[config.mk]
export PLATFORM = sky130hd
export DESIGN_NAME = div_unit_flat
export DESIGN_NICKNAME = d
export VERILOG_FILES = /design/src/rtl/div_unit_if.sv /design/src/rtl/div_unit.sv /design/src/flat_wrapper.sv
export SDC_FILE = /design/constraint.sdc
export NUM_CORES = 1
export LEC_CHECK = 0
export BUFFER_PORTS_ARGS = -buffer_cell sky130_fd_sc_hd__clkbuf_2
export CORE_ASPECT_RATIO = 0.9
export CORE_MARGIN = 2
export CORE_UTILIZATION = 45
export DETAILED_ROUTE_END_ITERATION = 10
export GPL_TIMING_DRIVEN = 0
export HOLD_SLACK_MARGIN = 0.02
export SYNTH_ARGS = -nofsm -noshare
export SYNTH_HDL_FRONTEND = slang
export SYNTH_SLANG_ARGS = --single-unit
export TNS_END_PERCENT = 50
[constraint.sdc]
create_clock -name clk -period 3.2 [get_ports clk]
set_clock_uncertainty 0.05 [all_clocks]
set_input_delay 0.16 -clock clk [delete_from_list [all_inputs] [get_ports clk]]
set_output_delay 0.16 -clock clk [all_outputs]
set_load 0.02 [all_outputs]
[src/rtl/div_unit_if.sv]
// Issue/result bundle between the EX-stage control (master) and div_unit (slave).
// DIV_ZERO_FLAG_EN adds the div_zero flag to the bundle.
interface div_unit_if #(
  parameter int WIDTH = 32
);
  logic [7:0]         alucontrol;
  logic               start;
  logic               annul;
  logic [WIDTH-1:0]   a;
  logic [WIDTH-1:0]   b;
  logic               busy;
  logic               ready;
  logic [2*WIDTH-1:0] result;
`ifdef DIV_ZERO_FLAG_EN
  logic               div_zero;
`endif

  // start is a request that div_unit accepts only in IDLE: it is dropped, never
  // queued, while busy=1 or ready=1. ready is a one-cycle pulse marking result
  // valid. annul aborts the op in flight and wins over start in the same cycle.
  modport master (
    output alucontrol, start, annul, a, b,
`ifdef DIV_ZERO_FLAG_EN
    input  div_zero,
`endif
    input  busy, ready, result
  );

  modport slave (
    input  alucontrol, start, annul, a, b,
`ifdef DIV_ZERO_FLAG_EN
    output div_zero,
`endif
    output busy, ready, result
  );
endinterface

[src/rtl/div_unit.sv]
// Iterative restoring divider for DIV/DIVU: one quotient bit per cycle, then a sign fix-up.
// Optional DIV_ZERO_FLAG_EN adds a registered divide-by-zero flag next to result.
module div_unit #(
  parameter int         WIDTH   = 32,
  parameter logic [7:0] DIV_OP  = 8'b00011010,
  parameter logic [7:0] DIVU_OP = 8'b00011011
) (
  input  logic        clk,
  input  logic        rst,
  div_unit_if.slave   bus,
  output logic [1:0]  dbg_state_o
);

  localparam int CW = $clog2(WIDTH);
  localparam logic [CW-1:0] LAST_STEP = CW'(WIDTH - 1);

  typedef enum logic [1:0] {
    S_IDLE = 2'd0,
    S_BUSY = 2'd1,
    S_SIGN = 2'd2,
    S_DONE = 2'd3
  } state_e;

  state_e             state_q, state_d;
  logic [WIDTH-1:0]   divisor_q, divisor_d;
  logic [WIDTH-1:0]   rem_q, rem_d;
  logic [WIDTH-1:0]   quo_q, quo_d;
  logic [CW-1:0]      count_q, count_d;
  logic               neg_quo_q, neg_quo_d;
  logic               neg_rem_q, neg_rem_d;
  logic               busy_q, busy_d;
  logic               ready_q, ready_d;
  logic [2*WIDTH-1:0] result_q, result_d;
  logic               div_zero_q, div_zero_d;

  logic               op_hit;
  logic               op_signed;
  logic               a_neg, b_neg;
  logic [WIDTH-1:0]   a_mag, b_mag;
  logic [WIDTH:0]     shifted, diff;
  logic [WIDTH-1:0]   quo_fix, rem_fix;

  // Operand decode and magnitudes; abs(most-negative) wraps to itself and is
  // then treated as an unsigned magnitude.
  always_comb begin
    op_signed = (bus.alucontrol == DIV_OP);
    op_hit    = bus.start && ((bus.alucontrol == DIV_OP) || (bus.alucontrol == DIVU_OP));
    a_neg     = op_signed && bus.a[WIDTH-1];
    b_neg     = op_signed && bus.b[WIDTH-1];
    a_mag     = a_neg ? (-bus.a) : bus.a;
    b_mag     = b_neg ? (-bus.b) : bus.b;
  end

  // One restoring step: the shifted partial remainder needs WIDTH+1 bits, and
  // the MSB of the difference tells whether the subtraction went negative.
  always_comb begin
    shifted = {rem_q, quo_q[WIDTH-1]};
    diff    = shifted - {1'b0, divisor_q};
    quo_fix = neg_quo_q ? (-quo_q) : quo_q;
    rem_fix = neg_rem_q ? (-rem_q) : rem_q;
  end

  always_comb begin
    state_d    = state_q;
    divisor_d  = divisor_q;
    rem_d      = rem_q;
    quo_d      = quo_q;
    count_d    = count_q;
    neg_quo_d  = neg_quo_q;
    neg_rem_d  = neg_rem_q;
    result_d   = result_q;
    div_zero_d = div_zero_q;

    if (bus.annul) begin
      state_d = S_IDLE;
    end else begin
      case (state_q)
        S_IDLE: begin
          if (op_hit) begin
            if (bus.b == '0) begin
              state_d    = S_DONE;
              result_d   = {bus.a, {WIDTH{1'b1}}};
              div_zero_d = 1'b1;
            end else begin
              state_d    = S_BUSY;
              divisor_d  = b_mag;
              rem_d      = '0;
              quo_d      = a_mag;
              count_d    = '0;
              neg_quo_d  = a_neg ^ b_neg;
              neg_rem_d  = a_neg;
            end
          end
        end
        S_BUSY: begin
          if (!diff[WIDTH]) begin
            rem_d = diff[WIDTH-1:0];
            quo_d = {quo_q[WIDTH-2:0], 1'b1};
          end else begin
            rem_d = shifted[WIDTH-1:0];
            quo_d = {quo_q[WIDTH-2:0], 1'b0};
          end
          count_d = count_q + CW'(1);
          if (count_q == LAST_STEP) begin
            state_d = S_SIGN;
          end
        end
        S_SIGN: begin
          state_d    = S_DONE;
          result_d   = {rem_fix, quo_fix};
          div_zero_d = 1'b0;
        end
        S_DONE: begin
          state_d = S_IDLE;
        end
        default: begin
          state_d = S_IDLE;
        end
      endcase
    end

    busy_d  = (state_d == S_BUSY) || (state_d == S_SIGN);
    ready_d = (state_d == S_DONE);
  end

  always_ff @(posedge clk or negedge rst) begin
    if (!rst) begin
      state_q    <= S_IDLE;
      divisor_q  <= '0;
      rem_q      <= '0;
      quo_q      <= '0;
      count_q    <= '0;
      neg_quo_q  <= 1'b0;
      neg_rem_q  <= 1'b0;
      busy_q     <= 1'b0;
      ready_q    <= 1'b0;
      result_q   <= '0;
      div_zero_q <= 1'b0;
    end else begin
      state_q    <= state_d;
      divisor_q  <= divisor_d;
      rem_q      <= rem_d;
      quo_q      <= quo_d;
      count_q    <= count_d;
      neg_quo_q  <= neg_quo_d;
      neg_rem_q  <= neg_rem_d;
      busy_q     <= busy_d;
      ready_q    <= ready_d;
      result_q   <= result_d;
      div_zero_q <= div_zero_d;
    end
  end

  assign bus.busy    = busy_q;
  assign bus.ready   = ready_q;
  assign bus.result  = result_q;
  assign dbg_state_o = state_q;

`ifdef DIV_ZERO_FLAG_EN
  assign bus.div_zero = div_zero_q;
`else
  logic unused_div_zero;
  assign unused_div_zero = div_zero_q;
`endif

endmodule

[src/flat_wrapper.sv]
// flat-port wrapper written by rule: the top's interface ports become plain ports
module div_unit_flat 
#(
  parameter int         WIDTH   = 32,
  parameter logic [7:0] DIV_OP  = 8'b00011010,
  parameter logic [7:0] DIVU_OP = 8'b00011011
)
  (clk, rst, dbg_state_o, bus_alucontrol, bus_start, bus_annul, bus_a, bus_b, bus_busy, bus_ready, bus_result);
  div_unit_if #(.WIDTH(WIDTH)) bus_i ();
  input  logic clk;
  input  logic rst;
  output logic [1:0] dbg_state_o;
  input wire logic [$bits(bus_i.alucontrol)-1:0] bus_alucontrol;
  input wire logic [$bits(bus_i.start)-1:0] bus_start;
  input wire logic [$bits(bus_i.annul)-1:0] bus_annul;
  input wire logic [$bits(bus_i.a)-1:0] bus_a;
  input wire logic [$bits(bus_i.b)-1:0] bus_b;
  output wire logic [$bits(bus_i.busy)-1:0] bus_busy;
  output wire logic [$bits(bus_i.ready)-1:0] bus_ready;
  output wire logic [$bits(bus_i.result)-1:0] bus_result;
  assign bus_i.alucontrol = bus_alucontrol;
  assign bus_i.start = bus_start;
  assign bus_i.annul = bus_annul;
  assign bus_i.a = bus_a;
  assign bus_i.b = bus_b;
  assign bus_busy = bus_i.busy;
  assign bus_ready = bus_i.ready;
  assign bus_result = bus_i.result;
  div_unit #(.WIDTH(WIDTH), .DIV_OP(DIV_OP), .DIVU_OP(DIVU_OP)) u_core (.clk(clk), .rst(rst), .bus(bus_i), .dbg_state_o(dbg_state_o));
endmodule
==> impl_metrics.py <==
metrics = {
    "synth": {
        "avgSynthCellArea_sq_um": 8.18,
        "syn_area_sq_um": 12000,
        "synth_edf_count": 0,
        "synth_cell_types": 75,
        "syn_inst": 1464,
        "yosysTopAreaCell": "dfrtp_1",
        "ys_async_sr_fraction_pct": 100,
        "yosys.area.top_type_share_pct": 35.8,
        "ys_ff_latch": 171,
        "synthFlopType": "dfrtp_1",
        "ys_warn_count": 0,
        "synthTopCellsByArea": "dfrtp_1 (36%), nand2_1 (6.4%), xor2_1 (5.8%)",
        "seq_area_frac_synth_pct": 35.8,
        "syn_nets": 1580,
        "synth.most_common_cell": "nand2_1",
        "synth_commonest_cells": "nand2_1 (203), dfrtp_1 (171), o21ai_0 (137)",
    },
    "power": {
        "leakage_uw": 0.00619,
        "irDropWorstVdd_mv": 0.500,
        "cellPowerDensity_nw_per_um2": 695,
    },
    "floorplanning": {
        "start_util_pct": 45.8,
        "rows": 56,
        "die_h_microns": 159,
        "top_level_ports": 144,
        "dieArea_sq_um": 27900,
        "die_w_microns": 176,
        "core_sq_um": 26100,
    },
    "global_route": {
        "track_usage_pct": 26.0,
        "grt_pass1_vias": 10607,
        "grt_max_degree": 100,
        "grt_pass1_wl_microns": 57700,
        "antenna_found_initial": 0,
        "grt-ovfl-total": 0,
    },
    "placement": {
        "gp_congestion": 0.884,
        "port_buffers": 142,
        "dpl_cell_area_sq_um": 13200,
        "place_ws_ns": -0.613,
        "dp.cells": 1955,
        "dp_hpwl_microns": 28000,
    },
    "min_path": {
        "hold_depth": 3,
        "hold-path-endpoint": "u_core.divisor_q[11]",
        "hold_path_class": "in2reg",
        "min_from": "bus_b[11]",
    },
    "cts": {
        "clock_path_buffers": 2,
        "htree_levels": 4,
        "numCtsBuffers": 17,
        "clockRootBuffer": "clkbuf_16",
        "cts.sinks": 171,
        "tritoncts": "yes",
        "insertion_delay_ns": 0.44,
        "clk_pin_slew_worst_paths_ns": 0.08,
    },
    "setup_path": {
        "timing.rr.end": "u_core.rem_q[11]",
        "r2r_slack_ns": 0.10,
        "max_stage_delay_ns": 0.42,
        "critPathCaptureType": "flop",
        "reg2reg_from": "u_core.quo_q[31]",
        "required_ns": 3.45,
        "path_class": "reg2reg",
        "cp_cell_sequence": "clkinvlp_4 > ha_2 > fa_1 > nand2b_4 > a21oi_4 > o211ai_1 > nand2_1 > o211ai_1 > o211ai_1 > buf_4 > buf_6 > mux2i_1 > o21ai_0",
        "crit_path_start_kind": "flop",
        "r2r_cells": 13,
        "cp.buffers_inverters": 3,
        "path_max_fanout": 10,
        "cp_top_family": "compound AO/OA/AOI/OAI gates",
        "path_common_cell": "o211ai_1",
        "crit_arrival_ns": 3.35,
        "crit_slowest_cell": "fa_1",
    },
    "finish": {
        "n_antenna_cell": 0,
        "area_delta_synth_final_pct": 17.9,
        "drive_above_1_share_pct": 14.8,
        "num-nets-final": 1763,
        "utilization_pct": 54.0,
        "stdcell_area_sq_um": 14100,
        "instances_no_fill": 2008,
        "fillers": 2568,
    },
    "routing": {
        "first_pass_iters": 5,
        "drtIter0Drc": 699,
        "wl_per_cell_microns": 18.1,
        "drc_errors": 0,
        "postRouteWirelength_microns": 36300,
        "via_per_inst": 5.58,
        "ant_nets": 0,
        "vias": 11200,
    },
    "sta": {
        "holdWs_ns": 0.0256,
        "max_freq_mhz": 323,
        "rsz0062_at_grt": "no",
        "hold_viol_final": 0,
        "worst_slew_pin_slew_ns": 0.764,
        "setup_slack_ns": 0.100,
        "final.period_utilization_pct": 96.9,
        "min_period_ns": 3.10,
        "drv_slew": 0,
        "setup_violations": 0,
        "slew_headroom_pct": 49.1,
    },
    "run_status": {
        "status": "complete, no violations",
    },
    "run": {
        "drv_cap": 0,
    },
}
-- worst register-to-register path, stage by stage, from the launching register on --
cell        delay, ns
dfrtp_1          0.37
clkinvlp_4       0.19
ha_2             0.26
fa_1             0.42
nand2b_4         0.18
a21oi_4          0.19
o211ai_1         0.20
nand2_1          0.16
o211ai_1         0.13
o211ai_1         0.12
buf_4            0.19
buf_6            0.18
mux2i_1          0.21
o21ai_0          0.10
-- layout by cell type, fill, tap and decap left out, types with 22 or more instances in the layout --
cell type,n
o21ai_0,135
inv_1,52
a21oi_1,131
clkbuf_2,143
nand3_1,22
ha_1,36
nand2_1,203
o31ai_1,27
clkbuf_1,56
o21ai_1,25
mux2i_1,44
xnor2_1,58
nor2_1,114
nor3_1,49
xor2_1,79
dfrtp_1,170
-- power by group --
part / internal [uW] / total (uW) / switching (uW) / leakage (uW)
Combinational: 2160 / 5060 / 2900 / 0.00368
Clock: 1020 / 2020 / 997 / 0.000257
Sequential: 2400 / 2730 / 331 / 0.00225
Total: 5580 / 9810 / 4230 / 0.00619
-- worst max path at each step --
| stage | endpoint | from | depth (start not counted) | slack, ns |
|---|---|---|---|---|
| floorplan | u_core.rem_q[10] | u_core.rem_q[14] | 10 | 0.28 |
| global placement | u_core.divisor_q[29] | rst | 1 | -1.29 |
| detailed placement | u_core.rem_q[22] | u_core.rem_q[12] | 11 | -0.61 |
| CTS | u_core.rem_q[22] | u_core.quo_q[31] | 13 | 0.008 |
| finish | u_core.rem_q[11] | u_core.quo_q[31] | 13 | 0.10 |
| global route | u_core.rem_q[15] | u_core.rem_q[16] | 12 | 0.005 |
-- registers in the layout (all words and copies together) (netlist names) --
signal,flops
u_core.bus.busy,1
u_core.bus.ready,1
u_core.bus.result,64
u_core.dbg_state_o,2
u_core.quo_q,32
u_core.neg_rem_q,1
u_core.neg_quo_q,1
u_core.count_q,5
u_core.divisor_q,32
u_core.rem_q,32
-- area by class of cell --
type	count	area (sq um)	share of cell area (%)
multi-input cells	1155	7290	51.7
flip-flops and latches	171	4280	30.3
repair buffers	166	970	6.87
well taps	348	435	3.09
clock buffers	18	429	3.04
plain buffers	83	377	2.67
inverters	53	203	1.44
clock inverters	14	129	0.913
-- metal layers --
metal | up-vias | track usage (%) | routed length [microns]
li1 | 5590 | - | -
met1 | 5244 | 35.5 | 16400
met2 | 318 | 43.4 | 17400
met3 | 48 | 3.07 | 1750
met4 | 0 | 7.48 | 702
met5 | - | 0 | 0
-- what timing repair did --
item	4_1_cts	5_1_grt
setup endpoints to repair	34	51
hold buffers	20	0
gates resized for setup	16	25
buffers inserted	3	0
endpoints found under the hold margin	91	0
pin swaps	3	7
-- per-stage QoR --
| stage | setup TNS [ns] | power, uW |
|---|---|---|
| 5_1_grt | 0 | 10500 |
| 3_5_place_dp | -27.46 | 7320 |
| 3_3_place_gp | -241.82 | 7280 |
| 4_1_cts | 0 | 9530 |
| 6_report | 0 | 9810 |
| 2_1_floorplan | 0 | 6150 |
-- logic make-up (layout without fill, tap and decap cells) --
| family | Yosys count | after routing | synth area share [%] |
|---|---|---|---|
| AO/OA/AOI/OAI | 427 | 427 | 21.4 |
| XOR/XNOR | 137 | 137 | 10.0 |
| adder cells (fa/ha/maj) | 40 | 40 | 4.24 |
| buffers and inverters | 138 | 334 | 4.64 |
| flip-flops | 171 | 171 | 35.8 |
| multiplexers | 44 | 44 | 3.68 |
| AND/OR/NAND/NOR | 507 | 507 | 20.2 |
Note: power is estimated with default switching activity, not from simulation.
